[src/rtl/control_multiplicador_if.sv]
// Handshake bundle between the multiply/convert controller and its two
// helper engines: the Booth multiplier and the binary-to-BCD converter.
interface control_multiplicador_if;
    // Multiplier side
    logic        mult_valid;
    logic [7:0]  mult_A;
    logic [7:0]  mult_B;
    logic        mult_done;
    logic [15:0] mult_resultado;

    // BCD converter side
    logic        bcd_start;
    logic [14:0] bcd_bin;
    logic        bcd_done;
    logic [19:0] bcd_codigo;

    // Controller view: issues starts and operands, receives completions.
    modport master (
        output mult_valid, mult_A, mult_B,
        input  mult_done, mult_resultado,
        output bcd_start, bcd_bin,
        input  bcd_done, bcd_codigo
    );

    // Engine view: receives starts and operands, returns completions.
    modport slave (
        input  mult_valid, mult_A, mult_B,
        output mult_done, mult_resultado,
        input  bcd_start, bcd_bin,
        output bcd_done, bcd_codigo
    );
endinterface

[src/rtl/control_multiplicador.sv]
// Sequencer for a signed 8x8 multiply followed by a BCD conversion of the
// product magnitude. A start request is launched into the multiplier, the
// product is split into sign and magnitude, the magnitude is converted and
// the signed BCD code is published to the display. Each wait state is
// guarded by a cycle counter, and one start request arriving while busy is
// held in a single-entry buffer (latest request wins).
module control_multiplicador #(
    parameter int TIMEOUT_CICLOS = 1000
) (
    input  logic                           CLK100MHZ,
    input  logic                           reset,
    input  logic                           pb_pulso,
    input  logic [7:0]                     A_in,
    input  logic [7:0]                     B_in,
    control_multiplicador_if.master        bus,
    output logic [20:0]                    codigo_BCD,
    output logic                           ocupado,
    output logic                           hecho,
    output logic                           error_timeout
);

    typedef enum logic [2:0] {
        REPOSO,
        CARGA,
        ESPERA_MULT,
        CONVIERTE,
        ESPERA_BCD,
        PUBLICA
    } state_e;

    localparam int                CNT_W   = $clog2(TIMEOUT_CICLOS + 1);
    localparam logic [CNT_W-1:0]  CNT_MAX = CNT_W'(TIMEOUT_CICLOS - 1);

    state_e             state_q, state_d;

    logic [7:0]         op_a_q, op_a_d;
    logic [7:0]         op_b_q, op_b_d;
    logic               signo_q, signo_d;
    logic [15:0]        producto_q, producto_d;
    logic [20:0]        codigo_q, codigo_d;
    logic               error_q, error_d;
    logic [CNT_W-1:0]   cnt_q, cnt_d;
    logic               pend_valid_q, pend_valid_d;
    logic [7:0]         pend_a_q, pend_a_d;
    logic [7:0]         pend_b_q, pend_b_d;

    logic               en_espera;
    logic               arranque;

    // Wait-state flag and "a run starts now" flag shared by both comb blocks.
    always_comb begin
        en_espera = (state_q == ESPERA_MULT) || (state_q == ESPERA_BCD);
        arranque  = (state_q == REPOSO) && (pb_pulso || pend_valid_q);
    end

    // State register.
    always_ff @(posedge CLK100MHZ or negedge reset) begin
        // NOTE: sequential state uses non-blocking assignment so every flop
        // samples the pre-edge value of its neighbours, independent of the
        // order the simulator evaluates the blocks in.
        if (!reset) begin
            state_q <= REPOSO;
        end else begin
            state_q <= state_d;
        end
    end

    // Next-state logic; a wait state gives up once the counter hits its limit.
    always_comb begin
        // NOTE: defaulting to the current state before the case keeps every
        // path assigned, so no latch is inferred.
        state_d = state_q;
        unique case (state_q)
            REPOSO: begin
                if (arranque) state_d = CARGA;
            end
            CARGA: begin
                state_d = ESPERA_MULT;
            end
            ESPERA_MULT: begin
                if (bus.mult_done)         state_d = CONVIERTE;
                else if (cnt_q == CNT_MAX) state_d = REPOSO;
            end
            CONVIERTE: begin
                state_d = ESPERA_BCD;
            end
            ESPERA_BCD: begin
                if (bus.bcd_done)          state_d = PUBLICA;
                else if (cnt_q == CNT_MAX) state_d = REPOSO;
            end
            PUBLICA: begin
                state_d = REPOSO;
            end
            default: begin
                state_d = REPOSO;
            end
        endcase
    end

    // Datapath next values: operands, product, published code, pending
    // request buffer, timeout flag and wait-state counter.
    always_comb begin
        op_a_d       = op_a_q;
        op_b_d       = op_b_q;
        signo_d      = signo_q;
        producto_d   = producto_q;
        codigo_d     = codigo_q;
        error_d      = error_q;
        pend_valid_d = pend_valid_q;
        pend_a_d     = pend_a_q;
        pend_b_d     = pend_b_q;
        cnt_d        = '0;

        if (arranque) begin
            // A fresh pulse is newer than anything sitting in the buffer.
            op_a_d       = pb_pulso ? A_in : pend_a_q;
            op_b_d       = pb_pulso ? B_in : pend_b_q;
            pend_valid_d = 1'b0;
            error_d      = 1'b0;
        end else if (pb_pulso) begin
            // Busy (or leaving a run this cycle): park the request.
            pend_valid_d = 1'b1;
            pend_a_d     = A_in;
            pend_b_d     = B_in;
        end

        if ((state_q == ESPERA_MULT) && bus.mult_done) begin
            signo_d    = bus.mult_resultado[15];
            producto_d = bus.mult_resultado;
        end

        if ((state_q == ESPERA_BCD) && bus.bcd_done) begin
            codigo_d = {signo_q, bus.bcd_codigo};
        end

        // Counter restarts on every wait-state entry and only runs while the
        // FSM stays put; falling back to REPOSO from a wait state is an abort.
        if (en_espera && (state_d == state_q)) begin
            cnt_d = cnt_q + CNT_W'(1);
        end
        if (en_espera && (state_d == REPOSO)) begin
            error_d = 1'b1;
        end
    end

    // Datapath registers, all cleared by reset.
    always_ff @(posedge CLK100MHZ or negedge reset) begin
        if (!reset) begin
            op_a_q       <= '0;
            op_b_q       <= '0;
            signo_q      <= 1'b0;
            producto_q   <= '0;
            codigo_q     <= '0;
            error_q      <= 1'b0;
            cnt_q        <= '0;
            pend_valid_q <= 1'b0;
            pend_a_q     <= '0;
            pend_b_q     <= '0;
        end else begin
            op_a_q       <= op_a_d;
            op_b_q       <= op_b_d;
            signo_q      <= signo_d;
            producto_q   <= producto_d;
            codigo_q     <= codigo_d;
            error_q      <= error_d;
            cnt_q        <= cnt_d;
            pend_valid_q <= pend_valid_d;
            pend_a_q     <= pend_a_d;
            pend_b_q     <= pend_b_d;
        end
    end

    // Outputs: one-cycle strobes decoded from state, the rest from registers.
    // Magnitude never exceeds 16384, so the low 15 bits are always exact.
    always_comb begin
        bus.mult_valid = (state_q == CARGA);
        bus.mult_A     = op_a_q;
        bus.mult_B     = op_b_q;
        bus.bcd_start  = (state_q == CONVIERTE);
        bus.bcd_bin    = 15'(signo_q ? (~producto_q + 16'd1) : producto_q);
        codigo_BCD     = codigo_q;
        ocupado        = (state_q != REPOSO);
        hecho          = (state_q == PUBLICA);
        error_timeout  = error_q;
    end

endmodule

[src/flat_wrapper.sv]
// flat-port wrapper written by rule: the top's interface ports become plain ports
module control_multiplicador_flat 
#(
    parameter int TIMEOUT_CICLOS = 1000
)
  (CLK100MHZ, reset, pb_pulso, A_in, B_in, codigo_BCD, ocupado, hecho, error_timeout, bus_mult_valid, bus_mult_A, bus_mult_B, bus_mult_done, bus_mult_resultado, bus_bcd_start, bus_bcd_bin, bus_bcd_done, bus_bcd_codigo);
  control_multiplicador_if bus_i ();
  input  logic CLK100MHZ;
  input  logic reset;
  input  logic pb_pulso;
  input  logic [7:0] A_in;
  input  logic [7:0] B_in;
  output logic [20:0] codigo_BCD;
  output logic ocupado;
  output logic hecho;
  output logic error_timeout;
  output wire logic [$bits(bus_i.mult_valid)-1:0] bus_mult_valid;
  output wire logic [$bits(bus_i.mult_A)-1:0] bus_mult_A;
  output wire logic [$bits(bus_i.mult_B)-1:0] bus_mult_B;
  input wire logic [$bits(bus_i.mult_done)-1:0] bus_mult_done;
  input wire logic [$bits(bus_i.mult_resultado)-1:0] bus_mult_resultado;
  output wire logic [$bits(bus_i.bcd_start)-1:0] bus_bcd_start;
  output wire logic [$bits(bus_i.bcd_bin)-1:0] bus_bcd_bin;
  input wire logic [$bits(bus_i.bcd_done)-1:0] bus_bcd_done;
  input wire logic [$bits(bus_i.bcd_codigo)-1:0] bus_bcd_codigo;
  assign bus_mult_valid = bus_i.mult_valid;
  assign bus_mult_A = bus_i.mult_A;
  assign bus_mult_B = bus_i.mult_B;
  assign bus_i.mult_done = bus_mult_done;
  assign bus_i.mult_resultado = bus_mult_resultado;
  assign bus_bcd_start = bus_i.bcd_start;
  assign bus_bcd_bin = bus_i.bcd_bin;
  assign bus_i.bcd_done = bus_bcd_done;
  assign bus_i.bcd_codigo = bus_bcd_codigo;
  control_multiplicador #(.TIMEOUT_CICLOS(TIMEOUT_CICLOS)) u_core (.CLK100MHZ(CLK100MHZ), .reset(reset), .pb_pulso(pb_pulso), .A_in(A_in), .B_in(B_in), .bus(bus_i), .codigo_BCD(codigo_BCD), .ocupado(ocupado), .hecho(hecho), .error_timeout(error_timeout));
endmodule
[config.mk]
export PLATFORM = sky130hd
export DESIGN_NAME = control_multiplicador_flat
export DESIGN_NICKNAME = d
export VERILOG_FILES = /design/src/rtl/control_multiplicador_if.sv /design/src/rtl/control_multiplicador.sv /design/src/flat_wrapper.sv
export SDC_FILE = /design/constraint.sdc
export NUM_CORES = 1
export LEC_CHECK = 0
export CAP_MARGIN = 20
export CORE_ASPECT_RATIO = 0.8
export CORE_MARGIN = 2
export CORE_UTILIZATION = 45
export CTS_CLUSTER_DIAMETER = 30
export DETAILED_ROUTE_END_ITERATION = 12
export PLACE_DENSITY = 0.79
export SYNTH_ARGS = -nofsm -noshare
export SYNTH_HDL_FRONTEND = slang
export SYNTH_SLANG_ARGS = --single-unit
[constraint.sdc]
create_clock -name CLK100MHZ -period 2.3 [get_ports CLK100MHZ]
set_input_delay 0.69 -clock CLK100MHZ [delete_from_list [all_inputs] [get_ports CLK100MHZ]]
set_output_delay 0.69 -clock CLK100MHZ [all_outputs]
set_load 0.05 [all_outputs]
==> flow_metrics.py, run 1 <==
metrics = {
    "drt": {
        "via_count": 2938,
        "drt_wl_total_um": 10400,
        "first_pass_iters": 4,
        "drtAntennaViolNets": 0,
        "route.detailed.drc": 0,
        "viasPerCell": 5.17,
        "wl_per_cell_um": 18.3,
        "drtIter0Drc": 112,
    },
    "layout": {
        "nFillCells": 576,
        "fin_cells": 568,
        "drive_above_1_share_pct": 41.7,
        "areaGrowthSynthToFinish_pct": 54.3,
        "diodes": 0,
        "fin_area_um2": 6040,
        "nets": 510,
        "most-common-layout-cells": "89 x clkdlybuf4s50_1, 82 x dfrtp_1, 49 x mux2_2",
        "final_common_cell": "clkdlybuf4s50_1",
    },
    "synthesis": {
        "ys_seq_elements": 84,
        "synthArstFlopShare_pct": 100,
        "avgSynthCellArea_um2": 12.6,
        "yosysWarningCount": 0,
        "synth_fp_nets": 369,
        "synth_area_um2": 3920,
        "ys_types": 41,
        "syn_inst": 310,
        "yosysSeqAreaShare_pct": 53.7,
        "synth-edff-count": 0,
        "ys.flop_type": "dfrtp_1",
    },
    "clocking": {
        "worstSkewPairLatency_ns": 0.36,
        "clk_pin_slew_worst_paths_ns": 0.10,
        "cts_tree": "yes",
        "hold_buffers": 0,
        "clock_sinks": 84,
        "root_buffer": "clkbuf_8",
        "clock_path_buffers": 2,
        "htree_levels": 3,
        "numCtsBuffers": 9,
    },
    "sta": {
        "skew_ns": 0.0161,
        "post-route-min-period_ns": 2.62,
        "fmax_mhz": 382,
        "rsz0062_at_grt": "true",
        "worst_slack_ns": -0.319,
        "setup_viol": 12,
        "slew_headroom_pct": 63.8,
        "slew_viol_final": 0,
        "worst_slew_pin_slew_ns": 0.542,
        "fin_crit_sh_pct": 114,
        "hold_viol": 0,
    },
    "placed_design": {
        "port_buffers": 113,
        "place_hpwl_um": 6790,
        "place_congestion": 0.898,
        "dpl.cell_count": 546,
        "dpl_cell_area_um2": 5490,
    },
    "global_routing": {
        "grt_pass1_vias": 3141,
        "grt_overflow": 0,
        "grt_first_pass_wirelength_um": 15800,
        "grt_max_degree": 33,
        "grt_util_all_layers_pct": 22.0,
        "antenna_found_initial": 0,
    },
    "die": {
        "dieArea_um2": 9470,
        "core_area_um2": 8480,
        "fp-row-count": 30,
        "pin_count": 114,
        "die_w_um": 108,
        "initial_core_util_pct": 46.2,
        "die_y_um": 87.4,
    },
    "setup_path": {
        "cpPeakStageDelay_ns": 0.42,
        "endpoint_kind": "primary output",
        "worstPathRequired_ns": 1.61,
        "start_kind": "register",
        "worstPathMaxFanout": 2,
        "crit_buf_inv": 3,
        "cpMaxStageDelayCell": "dfrtp_1",
        "worstPathCellList": "inv_2 > ha_4 > nand4_1 > o41ai_2 > buf_4 > xnor2_4 > buf_12",
        "arrival_ns": 1.93,
        "worst-setup-path-type": "reg -> out",
        "cp_top_family": "buffers and inverters",
    },
    "hold_path": {
        "hp-class": "in -> async",
    },
    "status": {
        "outcome": "finished, violations left",
        "failed_checks": "setup timing",
    },
    "run": {
        "maxCapViolCount": 0,
    },
}
cells in the mapped netlist, drive strengths merged, types with 5 or more instances:
cell | instances | area share [%]
nand2 | 14 | 1.8
nor2 | 33 | 4.5
xnor2 | 17 | 3.8
inv | 5 | 0.48
buf | 14 | 3.3
o21ai | 9 | 1.2
a21oi | 21 | 4.0
dfrtp | 84 | 54
nand3 | 6 | 0.77
mux2i | 16 | 4.1
mux2 | 51 | 15
worst reg2reg max path: stages (launching register included):
cell	delay [ns]
dfrtp_1	0.49
or3_1	0.41
buf_4	0.20
nand2_8	0.15
mux2_2	0.35
metal layers:
metal | global-route usage (%) | vias up | routed length, µm | part of all wire [%]
li1 | - | 1362 | - | -
met1 | 26.8 | 1459 | 4180 | 40
met2 | 37.7 | 100 | 5450 | 52
met3 | 5.83 | 17 | 580 | 5.6
met4 | 8.28 | 0 | 188 | 1.8
met5 | 0 | - | 0 | 0
layout make-up:
type,count,area [µm²],share of cell area (%)
flip-flops and latches,84,2110,34.9
multi-input cells,206,1990,33.0
repair buffers,145,1580,26.2
well taps,112,140,2.32
clock buffers,9,124,2.05
clock inverters,7,76.3,1.26
inverters,5,18.8,0.311
metrics by stage:
step | TNS (ns) | hold WS, ns | utilization (%) | setup slack [ns]
5_1_grt | -3.04 | 0.263 | 71.2 | -0.369
6_report | -2.46 | 0.261 | 71.2 | -0.319
3_5_place_dp | 0 | 0.457 | 64.7 | 0.0104
3_3_place_gp | 0 | 0.448 | 64.7 | 0.0686
2_1_floorplan | -0.0575 | 0.394 | - | -0.0424
4_1_cts | -1.84 | 0.261 | 69.7 | -0.299
kinds of logic after synthesis:
| group | Yosys count | share of synthesized area, % |
|---|---|---|
| AOI/OAI and AO/OA | 41 | 7.45 |
| xor gates and xnor gates | 18 | 4.03 |
| adders and majority gates | 2 | 0.639 |
| buffers and inverters | 20 | 3.90 |
| DFF | 84 | 53.7 |
| muxes | 67 | 18.8 |
| and+or+nand+nor | 78 | 11.5 |
final timing paths:
check / start / to / slack [ns] / cells after the start
setup / recovery: u_core.producto_q[0]$_DFFE_PN0P_ / bus_bcd_bin[12] / -0.32 / 7
hold / removal: reset / u_core.codigo_BCD[14]$_DFFE_PN0P_ / 0.26 / 1
setup reg to reg: u_core.state_q[2]$_DFF_PN0_ / u_core.pend_b_q[5]$_DFFE_PN0N_ / 0.60 / 4
hold reg to reg: u_core.cnt_q[0]$_DFF_PN0_ / u_core.cnt_q[0]$_DFF_PN0_ / 0.47 / 1
max in group asynchronous: reset / u_core.cnt_q[5]$_DFF_PN0_ / 1.40 / 2
min in group CLK100MHZ: u_core.cnt_q[0]$_DFF_PN0_ / u_core.cnt_q[0]$_DFF_PN0_ / 0.47 / 1
sequential cells by signal (all words and copies together), names as in the netlist, 3 cells and up:
register / flops
u_core.codigo_BCD: 21
u_core.producto_q: 15
u_core.cnt_q: 10
u_core.bus.mult_A: 8
u_core.bus.mult_B: 8
u_core.pend_a_q: 8
u_core.pend_b_q: 8
u_core.state_q: 3
repair_timing:
| action | in CTS | in global routing |
|---|---|---|
| pin swaps | 8 | 13 |
| setup buffers | 4 | 3 |
| endpoints found under the setup margin | 13 | 16 |
| hold endpoints to repair | 0 | 0 |
| resized for setup | 42 | 23 |
Power of run 1 is not shown: default switching activity piles up to over one toggle a cycle in this logic, so the estimate is an artifact.
==> run 2: changes to the inputs <==
--- a/config.mk
+++ b/config.mk
@@ -11,6 +11,7 @@
 export CORE_UTILIZATION = 45
 export CTS_CLUSTER_DIAMETER = 30
 export DETAILED_ROUTE_END_ITERATION = 12
+export GPL_ROUTABILITY_DRIVEN = 0
 export PLACE_DENSITY = 0.79
 export SYNTH_ARGS = -nofsm -noshare
 export SYNTH_HDL_FRONTEND = slang
==> results of run 2 <==
Same layout as run 1: the final DEF is identical, and so are final timing and power.
Power of run 2 is left out for the same reason.
==> run 3: changes to the inputs <==
--- a/config.mk
+++ b/config.mk
@@ -11,7 +11,6 @@
 export CORE_UTILIZATION = 45
 export CTS_CLUSTER_DIAMETER = 30
 export DETAILED_ROUTE_END_ITERATION = 12
-export GPL_ROUTABILITY_DRIVEN = 0
 export PLACE_DENSITY = 0.79
 export SYNTH_ARGS = -nofsm -noshare
 export SYNTH_HDL_FRONTEND = slang
==> results of run 3 <==
Same layout as run 1: the final DEF is identical, and so are final timing and power.
Power of run 3 is left out for the same reason.
